File: src/rtl/sdrc_wb_pkg.sv
// Shared types and constants for the SDRAM subsystem Wishbone master.
package sdrc_wb_pkg;

  localparam int unsigned DEF_AW = 26;
  localparam int unsigned DEF_DW = 32;
  localparam int unsigned DEF_LW = 8;

  localparam logic [2:0] CTI_CLASSIC = 3'b000;
  localparam logic [2:0] CTI_INCR    = 3'b010;
  localparam logic [2:0] CTI_EOB     = 3'b111;

  typedef enum logic [1:0] {IDLE, BURST, ABORT} state_e;

endpackage

File: src/rtl/wb_ack_watchdog.sv
// Counts cycles spent waiting for an acknowledge; expire_o flags the final allowed cycle.
module wb_ack_watchdog #(
  parameter int unsigned Cycles = 1024
) (
  input  logic clk_i,
  input  logic rst_i,
  input  logic clr_i,
  input  logic en_i,
  output logic expire_o
);

  localparam int unsigned CW = (Cycles > 1) ? $clog2(Cycles) : 1;

  logic [CW-1:0] cnt_q, cnt_d;

  always_comb begin
    cnt_d = cnt_q;
    if (clr_i) begin
      cnt_d = '0;
    end else if (en_i) begin
      cnt_d = cnt_q + CW'(1);
    end
  end

  always_ff @(posedge clk_i or posedge rst_i) begin
    if (rst_i) begin
      cnt_q <= '0;
    end else begin
      cnt_q <= cnt_d;
    end
  end

  // A clear in the same cycle means the slave answered, so no expiry.
  assign expire_o = en_i & ~clr_i & (cnt_q == CW'(Cycles - 1));

endmodule

File: src/rtl/wb_burst_master.sv
// Wishbone B3 master running single or incrementing-burst cycles from a command port.
module wb_burst_master
  import sdrc_wb_pkg::*;
#(
  parameter  int unsigned AW     = DEF_AW,
  parameter  int unsigned DW     = DEF_DW,
  parameter  int unsigned LW     = DEF_LW,
  parameter  int unsigned TO_CYC = 1024,
  localparam int unsigned SW     = DW / 8
) (
  input  logic          wb_clk_i,
  input  logic          wb_rst_i,
  input  logic          init_done,
  input  logic          cmd_valid,
  output logic          cmd_ready,
  input  logic          cmd_we,
  input  logic [AW-1:0] cmd_addr,
  input  logic [LW-1:0] cmd_len,
  input  logic [DW-1:0] wr_data,
  input  logic [SW-1:0] wr_sel,
  output logic          wr_pop,
  output logic [DW-1:0] rd_data,
  output logic          rd_valid,
  output logic          busy,
  output logic          done,
  output logic          err,
  output logic          wb_cyc_o,
  output logic          wb_stb_o,
  output logic          wb_we_o,
  output logic [AW-1:0] wb_addr_o,
  output logic [DW-1:0] wb_dat_o,
  output logic [SW-1:0] wb_sel_o,
  output logic [2:0]    wb_cti_o,
  input  logic          wb_ack_i,
  input  logic [DW-1:0] wb_dat_i
);

  state_e        state_q, state_d;
  logic          we_q;
  logic [AW-1:0] addr_q;
  logic [LW-1:0] rem_q;
  logic [DW-1:0] rd_data_q;
  logic          rd_valid_q, done_q;
  logic          in_burst, beat_ack, last_beat, accept, expire;

  assign in_burst  = (state_q == BURST);
  assign beat_ack  = in_burst & wb_ack_i;
  assign last_beat = beat_ack & (rem_q == '0);
  assign cmd_ready = (state_q == IDLE) & init_done & ~wb_rst_i;
  assign accept    = cmd_valid & cmd_ready;

  wb_ack_watchdog #(
    .Cycles (TO_CYC)
  ) u_watchdog (
    .clk_i    (wb_clk_i),
    .rst_i    (wb_rst_i),
    .clr_i    (accept | beat_ack),
    .en_i     (in_burst),
    .expire_o (expire)
  );

  always_comb begin
    state_d = state_q;
    unique case (state_q)
      IDLE:    if (accept) state_d = BURST;
      BURST: begin
        if (last_beat) begin
          state_d = IDLE;
        end else if (expire) begin
          state_d = ABORT;
        end
      end
      ABORT:   state_d = IDLE;
      default: state_d = IDLE;
    endcase
  end

  always_ff @(posedge wb_clk_i or posedge wb_rst_i) begin
    if (wb_rst_i) begin
      state_q    <= IDLE;
      we_q       <= 1'b0;
      addr_q     <= '0;
      rem_q      <= '0;
      rd_data_q  <= '0;
      rd_valid_q <= 1'b0;
      done_q     <= 1'b0;
    end else begin
      state_q <= state_d;
      if (accept) begin
        we_q   <= cmd_we;
        addr_q <= cmd_addr;
        rem_q  <= cmd_len;
      end else if (beat_ack) begin
        // Address wraps modulo 2^AW by truncation.
        addr_q <= addr_q + AW'(SW);
        rem_q  <= rem_q - LW'(1);
      end
      rd_valid_q <= beat_ack & ~we_q;
      if (beat_ack & ~we_q) begin
        rd_data_q <= wb_dat_i;
      end
      done_q <= last_beat;
    end
  end

  assign wb_cyc_o  = in_burst;
  assign wb_stb_o  = in_burst;
  assign busy      = in_burst;
  assign err       = (state_q == ABORT);
  assign wb_we_o   = in_burst & we_q;
  assign wb_addr_o = addr_q;
  assign wb_cti_o  = !in_burst ? CTI_CLASSIC : ((rem_q == '0) ? CTI_EOB : CTI_INCR);
  assign wb_dat_o  = (in_burst & we_q) ? wr_data : '0;
  assign wb_sel_o  = !in_burst ? '0 : (we_q ? wr_sel : '1);
  assign wr_pop    = beat_ack & we_q;
  assign rd_data   = rd_data_q;
  assign rd_valid  = rd_valid_q;
  assign done      = done_q;

endmodule

File: config.mk
export PLATFORM = sky130hd
export DESIGN_NAME = wb_burst_master
export DESIGN_NICKNAME = d
export VERILOG_FILES = /design/src/rtl/sdrc_wb_pkg.sv /design/src/rtl/wb_ack_watchdog.sv /design/src/rtl/wb_burst_master.sv
export SDC_FILE = /design/constraint.sdc
export NUM_CORES = 1
export LEC_CHECK = 0
export CORE_MARGIN = 10
export CORE_UTILIZATION = 43
export CTS_CLUSTER_DIAMETER = 150
export CTS_CLUSTER_SIZE = 20
export DETAILED_ROUTE_END_ITERATION = 8
export PLACE_DENSITY = 0.86
export SLEW_MARGIN = 30
export SYNTH_ARGS = -nofsm -noshare
export SYNTH_HDL_FRONTEND = slang
export SYNTH_HIERARCHICAL = 1
export SYNTH_SLANG_ARGS = --single-unit
File: constraint.sdc
create_clock -name wb_clk_i -period 4.8 [get_ports wb_clk_i]
set_input_delay 0.48 -clock wb_clk_i [delete_from_list [all_inputs] [get_ports wb_clk_i]]
set_output_delay 0.48 -clock wb_clk_i [all_outputs]
set_load 0.01 [all_outputs]
**Yosys cells after proc, flatten, opt, wreduce, memory -nomap -nowiden**

Index checks and enable logic that the tools add are counted.

- Word-level logic and storage cells: 50
- Input bits: 108
- Memories kept: 0
- Memory bits (writable): 0
- Output and inout port bits: 106
- Memory bits (read-only): 0
- Bits in registers: 81
- Bits in latches: 0

- Magnitude comparators: 0
- Bitwise operators: 14
- Reduce and logical (&&, ||, !) cells: 5
- $mul: 0
- Div/mod/pow operators: 0
- Muxes and demuxes: 15
- Add/sub/neg operators: 3
- Equality and inequality tests: 5
- Shift operators: 0

Operators by type and width:

| cell | number |
|---|---|
| $mux 26 | 2 |
| $mux 32 | 1 |
| $add 26x3->26 const B | 1 |
| $mux 10 | 2 |
| $mux 8 | 2 |
| $add 10x1->10 const B | 1 |
| $and 1x1->1 | 10 |
| $eq 10x10->1 const B | 1 |
| $logic_not 8->1 | 1 |
| $mux 4 | 2 |
| $sub 8x1->8 const B | 1 |
| $mux 2 | 3 |
| $mux 3 | 2 |
| $pmux 2 s2 | 1 |
| $reduce_bool 2->1 | 2 |
| $ne 3x1->1 const B | 1 |
| $not 1->1 | 3 |
| $eq 2x1->1 const B | 1 |
| $eq 2x2->1 const B | 1 |
| $logic_not 2->1 | 1 |
| $ne 2x2->1 const B | 1 |
| $reduce_and 2->1 | 1 |
| $or 1x1->1 | 1 |

**Longest topological paths before layout**

Gate-level depths: netlist of run 1.

- Depth after elaboration: 11
- Depth in mapped cells: 8
- Gate-level depth less buffers: 7

**Modules after synthesis**

The synthesis of run 1 kept the hierarchy.

Modules (own cells, without submodules):

| module | sequential area each (um2) | cells an instance | times used | area each (um2) |
|---|---|---|---|---|
| wb_burst_master | 1776.7 | 359 | 1 | 3579.7 |
| wb_ack_watchdog | 250.2 | 51 | 1 | 509.2 |

**Worst setup path after synthesis of run 1**

No wires, ideal clock.

- Path kind: register -> output
- From: reg rem_q[2]
- To: out wb_cti_o[2]
- Stages on the path, launching flop included: 5
- Setup slack: 2.348 ns
- Data required time: 4.320 ns
- Path buffers: 1
- Data arrival time: 1.972 ns
- Cells stage by stage: dfrtp_1 -> or4_4 -> or4b_2 -> nor2_1 -> buf_4

- Cells in the longest elaborated chain, start to end: 3

Ends and longest elaborated chain:

| element | line | text |
|---|---|---|
| start, declared | wb_burst_master.sv:41 | `logic [LW-1:0] rem_q;` |
| start signal, assigned | wb_burst_master.sv:92 | `rem_q <= cmd_len;` |
| start signal, assigned | wb_burst_master.sv:96 | `rem_q <= rem_q - LW'(1);` |
| $logic_not 8->1 | wb_burst_master.sv:112 | `assign wb_cti_o = !in_burst ? CTI_CLASSIC : ((rem_q == '0) ? CTI_EOB : CTI_INCR);` |
| $mux 3 (2 in a row) | wb_burst_master.sv:112 |  |
| end, declared | wb_burst_master.sv:33 | `output logic [2:0] wb_cti_o,` |

Every way passes these cells.

**Worst setup path after layout of run 1**

- From: reg rem_q[2]
- To: out wb_cti_o[0]

Same word-level chain as after synthesis.

==> impl_metrics.env, run 1 <==
export IMPL_grtUsageMet1_pct=24.6
export IMPL_critical_path_class="register to output port"
export IMPL_first_pass_iters=4
export IMPL_crit_required_ns=4.32
export IMPL_max_slew_margin_pct=45.7
export IMPL_num_fill_cells=702
export IMPL_synth_seq_cells=81
export IMPL_cp_max_fo=5
export IMPL_fin_tns_setup_ns=0
export IMPL_drv_cap=0
export IMPL_first_global_vias=3865
export IMPL_overflow=0
export IMPL_gp_congestion=0.853
export IMPL_yosys_area_top_type="dfrtp_1"
export IMPL_drcViolationCount=0
export IMPL_fin_crit_ns=3.24
export IMPL_dpl_hpwl_um=11000
export IMPL_power_mw=3.60
export IMPL_grt_usage_pct=19.8
export IMPL_crit_path_end_kind="output port"
export IMPL_cts_htree_levels=3
export IMPL_nNetsFinal=720
export IMPL_cts_num_sinks=81
export IMPL_power_leakage_nw=2.64
export IMPL_cp_top_family="simple AND/OR/NAND/NOR gates"
export IMPL_tightest_slew_ns=0.813
export IMPL_syn_num_nets=521
export IMPL_synth_warnings=6
export IMPL_rows=35
export IMPL_cellPowerDensity_nw_per_um2=556
export IMPL_cts_setup_buffers=0
export IMPL_met2_usage_pct=32.7
export IMPL_path_buf_inv=1
export IMPL_core_area_um2=9240
export IMPL_syn_inst=410
export IMPL_cts_tree="done"
export IMPL_clk_pin_slew_ns=0.09
export IMPL_wl_um=14000
export IMPL_numCtsBuffers=9
export IMPL_synth_top_area_share_pct=49.6
export IMPL_postRouteAntennaNets=0
export IMPL_peakVddDrop_v=0.000344
export IMPL_rsz0062_at_grt="no"
export IMPL_grt_start_max_net_pins=47
export IMPL_initial_core_util_pct=44.3
export IMPL_drive_above_1_share_pct=10.3
export IMPL_slowest_delay_ns=0.66
export IMPL_fin_util_pct=70.2
export IMPL_start_kind="register"
export IMPL_worstPathCellList="or4_4 > or4b_2 > nor2_1 > clkdlybuf4s50_1"
export IMPL_setup_ws_ns=1.56
export IMPL_grt_pass1_wl_um=22400
export IMPL_ios=214
export IMPL_timing_fmax_mhz=309
export IMPL_pre_cts_ws_ns=1.95
export IMPL_stdcell_count=743
export IMPL_synth_area_leaders="dfrtp_1, mux2_2, and3_1"
export IMPL_ctsResizeCount=0
export IMPL_dr_first_iter_drc_count=273
export IMPL_cts_hold_fix_buffers=0
export IMPL_vias=3885
export IMPL_syn_avg_cell_area_um2=9.97
export IMPL_setup_viol=0
export IMPL_finalHoldViolCount=0
export IMPL_fin_skew_ns=0.00798
export IMPL_arrival_ns=2.76
export IMPL_clockRootBuffer="clkbuf_8"
export IMPL_dieArea_um2=13800
export IMPL_vias_per_cell=5.23
export IMPL_die_x_um=118
export IMPL_fin_crit_sh_pct=67.5
export IMPL_diodes=0
export IMPL_outcome="complete, no violations"
export IMPL_yosysUniqueCellTypes=44
export IMPL_area_growth_pct=58.6
export IMPL_cts_buffer_depth=2
export IMPL_clk_latency_ns=0.35
export IMPL_slew_violations=0
export IMPL_synth_area_um2=4090
export IMPL_wl_per_cell_um=18.8
export IMPL_busiest_layer="met2"
export IMPL_dp_cells=727
export IMPL_dieHeight_um=118
export IMPL_grt_antenna_before_repair=0
export IMPL_grt_use_met3_pct=5.76
export IMPL_cp_slowest_cell="or4b_2"
export IMPL_port_buffers=213
export IMPL_hold_class="register to register"
export IMPL_seq_area_frac_synth_pct=49.6
[logic make-up after synthesis]
group | Yosys count | synth area share, %
muxes | 34 | 9.30
and+or+nand+nor | 169 | 22.8
DFF | 81 | 49.6
xor gates and xnor gates | 20 | 4.28
adders and majority gates | 3 | 0.918
buffers and inverters | 42 | 4.47
AOI/OAI and AO/OA | 61 | 8.69
[final timing paths]
check	startpoint	endpoint	slack, ns	depth (start not counted)
max reg2reg	state_q[1]	u_watchdog/cnt_q[8]	2.48	5
min in group asynchronous	wb_rst_i	u_watchdog/cnt_q[9]	0.50	2
max	rem_q[2]	wb_cti_o[0]	1.56	4
max in group asynchronous	wb_rst_i	we_q	3.18	3
min	wb_addr_o[1]	wb_addr_o[1]	0.49	2
min reg2reg	wb_addr_o[1]	wb_addr_o[1]	0.49	2
[synth_stat cells, drive strengths merged]
cell / number
nand3b: 1
or2: 1
o211ai: 1
clkbuf: 22
nor2: 24
dfrtp: 81
o221ai: 1
nand2: 42
and3: 35
o31ai: 10
a21oi: 10
or3: 8
inv: 13
o41ai: 1
o21ai: 26
xnor2: 9
xor2: 11
mux2: 32
nand3: 13
and4b: 1
nor2b: 1
ha: 3
nor3: 4
and4: 2
or4: 14
nand2b: 2
a31oi: 12
or4b: 2
nand4b: 2
nand4: 10
nor4b: 1
nor4: 4
mux2i: 2
and2: 2
buf: 7
[power breakdown]
group | leakage (nW) | switching (mW) | internal (mW) | total, mW
clock | 0.100 | 0.256 | 0.245 | 0.500
combinational | 1.56 | 0.763 | 1.04 | 1.80
sequential | 0.980 | 0.313 | 0.986 | 1.30
total | 2.64 | 1.33 | 2.27 | 3.60
[layout make-up]
type | count | area (um^2) | area share (%)
inverters | 13 | 48.8 | 0.753
multi-input cells | 287 | 1880 | 29.0
repair buffers | 217 | 2160 | 33.3
clock buffers | 9 | 124 | 1.91
well taps | 129 | 161 | 2.49
flip-flops and latches | 81 | 2030 | 31.3
clock inverters | 7 | 77.6 | 1.20
[per-layer routing]
metal / vias up / routed length [um]
met4: 0 / 167
met5: - / 0
met2: 134 / 6940
met1: 1868 / 6020
li1: 1871 / -
met3: 12 / 827
[worst register-to-register path, delay by kind of cell (launching register included)]
kind                   cells  cell delay (ns)
buffers and inverters      1             0.52
AND/OR/NAND/NOR            3             1.14
flip-flops                 1             0.44
AO/OA/AOI/OAI              1             0.15
[flip-flops by register name, indices dropped and copies added, names as in the netlist]
signal	flops
we_q	1
rd_valid	1
rem_q	8
rd_data	32
u_watchdog/cnt_q	10
wb_addr_o	26
done	1
state_q	2
[placed cells by master (no fill, tap or decap), types with 3 or more instances in the layout]
| cell | count |
|---|---|
| clkdlybuf4s50_1 | 213 |
| dfrtp_1 | 80 |
| nand2_1 | 42 |
| and3_1 | 35 |
| mux2_2 | 32 |
| o21ai_0 | 26 |
| nor2_1 | 23 |
| or4_1 | 13 |
| nand3_1 | 12 |
| a31oi_1 | 12 |
| xor2_1 | 11 |
| inv_1 | 11 |
| o31ai_1 | 10 |
| a21oi_1 | 10 |
| nand4_1 | 9 |
| xnor2_1 | 9 |
| clkbuf_8 | 9 |
| or3_1 | 7 |
| nor4_1 | 4 |
| nor3_1 | 4 |
| buf_4 | 4 |
| ha_1 | 3 |
[through the flow]
stage                     area [um^2]  hold WS [ns]
after floorplan                  4090         0.320
after global placement           6280         0.459
after detailed placement         6280         0.463
after CTS                        6480         0.482
after global routing             6480         0.509
final                            6480         0.488
Note: power is estimated with default switching activity, not from simulation.
==> run 2, diff against run 1 <==
--- a/config.mk
+++ b/config.mk
@@ -6,11 +6,11 @@
 export NUM_CORES = 1
 export LEC_CHECK = 0
 export CORE_MARGIN = 10
-export CORE_UTILIZATION = 43
+export CORE_UTILIZATION = 36
 export CTS_CLUSTER_DIAMETER = 150
 export CTS_CLUSTER_SIZE = 20
 export DETAILED_ROUTE_END_ITERATION = 8
-export PLACE_DENSITY = 0.86
+export PLACE_DENSITY = 0.77
 export SLEW_MARGIN = 30
 export SYNTH_ARGS = -nofsm -noshare
 export SYNTH_HDL_FRONTEND = slang
==> constraint.sdc (replaced) <==
create_clock -name wb_clk_i -period 2.83 [get_ports wb_clk_i]
set_input_delay 0.283 -clock wb_clk_i [delete_from_list [all_inputs] [get_ports wb_clk_i]]
set_output_delay 0.283 -clock wb_clk_i [all_outputs]
set_load 0.01 [all_outputs]
==> run 2 against run 1 <==
Compared with the run above:
- global-route usage fell by 2.7 points
- setup slack got worse by 1.4 ns
- sequential share of layout area fell by 0.60 points
- clock skew rose by 0.0014 ns
- critical path depth did not move
- total power rose by 78%
- clock power rose by 120%
- count of clock-buffer cells in the layout rose by 2
- core utilization fell by 10 points
- die area rose by 16%
- sequential power rose by 71%
- combinational power rose by 69%
- largest cell class unchanged
- highest routed layer unchanged
==> impl_metrics.env, run 2 (synthesized netlist as in run 1, its figures left out) <==
export IMPL_outcome="complete, no violations"
export IMPL_r2r_start="state_q[1]"
export IMPL_cts_buffer_depth=2
export IMPL_seq_area_um2=2030
export IMPL_first_pass_iters=4
export IMPL_dieArea_um2=16000
export IMPL_wl_um=14300
export IMPL_cp_max_fo=5
export IMPL_grt_usage_pct=17.0
export IMPL_drv_cap=0
export IMPL_cts_tree="done"
export IMPL_drcViolationCount=0
export IMPL_die_x_um=127
export IMPL_port_buffers=213
export IMPL_largest_reg_flops=32
export IMPL_fin_area_um2=6610
export IMPL_numCtsBuffers=9
export IMPL_grt_antenna_before_repair=0
export IMPL_crit_start="rem_q[2]"
export IMPL_first_global_vias=3994
export IMPL_grt_pass1_wl_um=22400
export IMPL_cts_htree_levels=3
export IMPL_clk_pin_slew_ns=0.06
export IMPL_peakVddDrop_v=0.000478
export IMPL_fin_tns_setup_ns=0
export IMPL_multi_input_area_um2=1880
export IMPL_arrival_ns=2.43
export IMPL_layout_common_cells="clkdlybuf4s50_1, dfrtp_1, nand2_1"
export IMPL_place_area_um2=6330
export IMPL_tightest_slew_ns=0.733
export IMPL_vias=3905
export IMPL_clk_latency_ns=0.33
export IMPL_cellPowerDensity_nw_per_um2=968
export IMPL_ios=214
export IMPL_final_common_cell="clkdlybuf4s50_1"
export IMPL_dr_first_iter_drc_count=330
export IMPL_rsz0062_at_grt="no"
export IMPL_vias_per_cell=5.15
export IMPL_clockRootBuffer="clkbuf_16"
export IMPL_grt_start_max_net_pins=47
export IMPL_overflow=0
export IMPL_hold_class="input pin to async pin"
export IMPL_critical_path_class="register to output port"
export IMPL_core_area_um2=11000
export IMPL_postRouteAntennaNets=0
export IMPL_start_kind="register"
export IMPL_dieHeight_um=127
export IMPL_cts_num_sinks=81
export IMPL_wl_per_cell_um=18.8
export IMPL_crit_path_end_kind="output port"
export IMPL_power_leakage_nw=2.71
export IMPL_finalHoldViolCount=0
export IMPL_diodes=0
export IMPL_fin_crit_sh_pct=95.8
export IMPL_initial_core_util_pct=37.2
export IMPL_slew_violations=0
export IMPL_fin_skew_ns=0.00936
export IMPL_rows=38
export IMPL_gp_congestion=0.807
export IMPL_num_fill_cells=947
export IMPL_max_slew_margin_pct=51.1
export IMPL_setup_viol=0
export IMPL_crit_required_ns=2.55
export IMPL_area_growth_pct=61.7
export IMPL_cts_setup_buffers=0
export IMPL_dpl_hpwl_um=11200
export IMPL_drive_above_1_share_pct=10.5
export IMPL_nNetsFinal=725
export IMPL_timing_fmax_mhz=369
export IMPL_fin_crit_ns=2.71
==> run 2: path summary, 6_finish.rpt <==
| kind | to | slack, ns | cells after the start |
|---|---|---|---|
| worst max-delay path | wb_cti_o[2] | 0.12 | 4 |
| worst min-delay path | u_watchdog/cnt_q[2] | 0.34 | 2 |
| worst max register to register | u_watchdog/cnt_q[8] | 0.68 | 6 |
| worst min register to register | wb_addr_o[1] | 0.48 | 2 |
| max in group asynchronous | rd_data[31] | 1.47 | 3 |
| min in group wb_clk_i | wb_addr_o[1] | 0.48 | 2 |
==> run 2: metrics by stage <==
step / utilization, % / instances / setup slack [ns] / hold WS, ns / total power [mW]
after detailed placement: 57.7 / 743 / 0.137 / 0.471 / 5.33
after CTS: 60.2 / 758 / 0.0687 / 0.335 / 6.47
after floorplan: - / 410 / 0.575 / 0.123 / 3.53
after global placement: 57.7 / 743 / 0.157 / 0.458 / 5.21
final: 60.2 / 758 / 0.118 / 0.340 / 6.40
after global routing: 60.2 / 758 / 0.00384 / 0.357 / 6.80
==> run 2: repair_timing <==
item,4_1_cts,5_1_grt
endpoints found under the setup margin,2,2
resized for setup,2,1
hold buffers,0,0
pin swaps,0,0
gates cloned,0,0
==> run 2: layout make-up <==
class / instances / area share, %
Timing Repair Buffer: 222 / 33.2
Clock inverter: 4 / 0.681
Tap cell: 140 / 2.65
Sequential cell: 81 / 30.7
Clock buffer: 11 / 3.52
Inverter: 13 / 0.738
Multi-Input combinational cell: 287 / 28.5
==> run 2: critical path: stages, from the launching register on <==
cell	delay, ns
dfrtp_1	0.42
or4_4	0.57
or4b_2	0.68
nor2_2	0.14
dlygate4sd2_1	0.29
==> run 2: metal layers <==
metal / track usage, % / wire length, um
met1: 19.3 / 5580
met5: 0 / 0
met2: 31.6 / 7790
met3: 3.79 / 729
met4: 3.95 / 162
==> run 2: power by group <==
part	switching, mW	total, mW	internal (mW)
clock	0.449	1.12	0.675
combinational	1.28	3.05	1.78
sequential	0.542	2.22	1.68
total	2.27	6.40	4.13
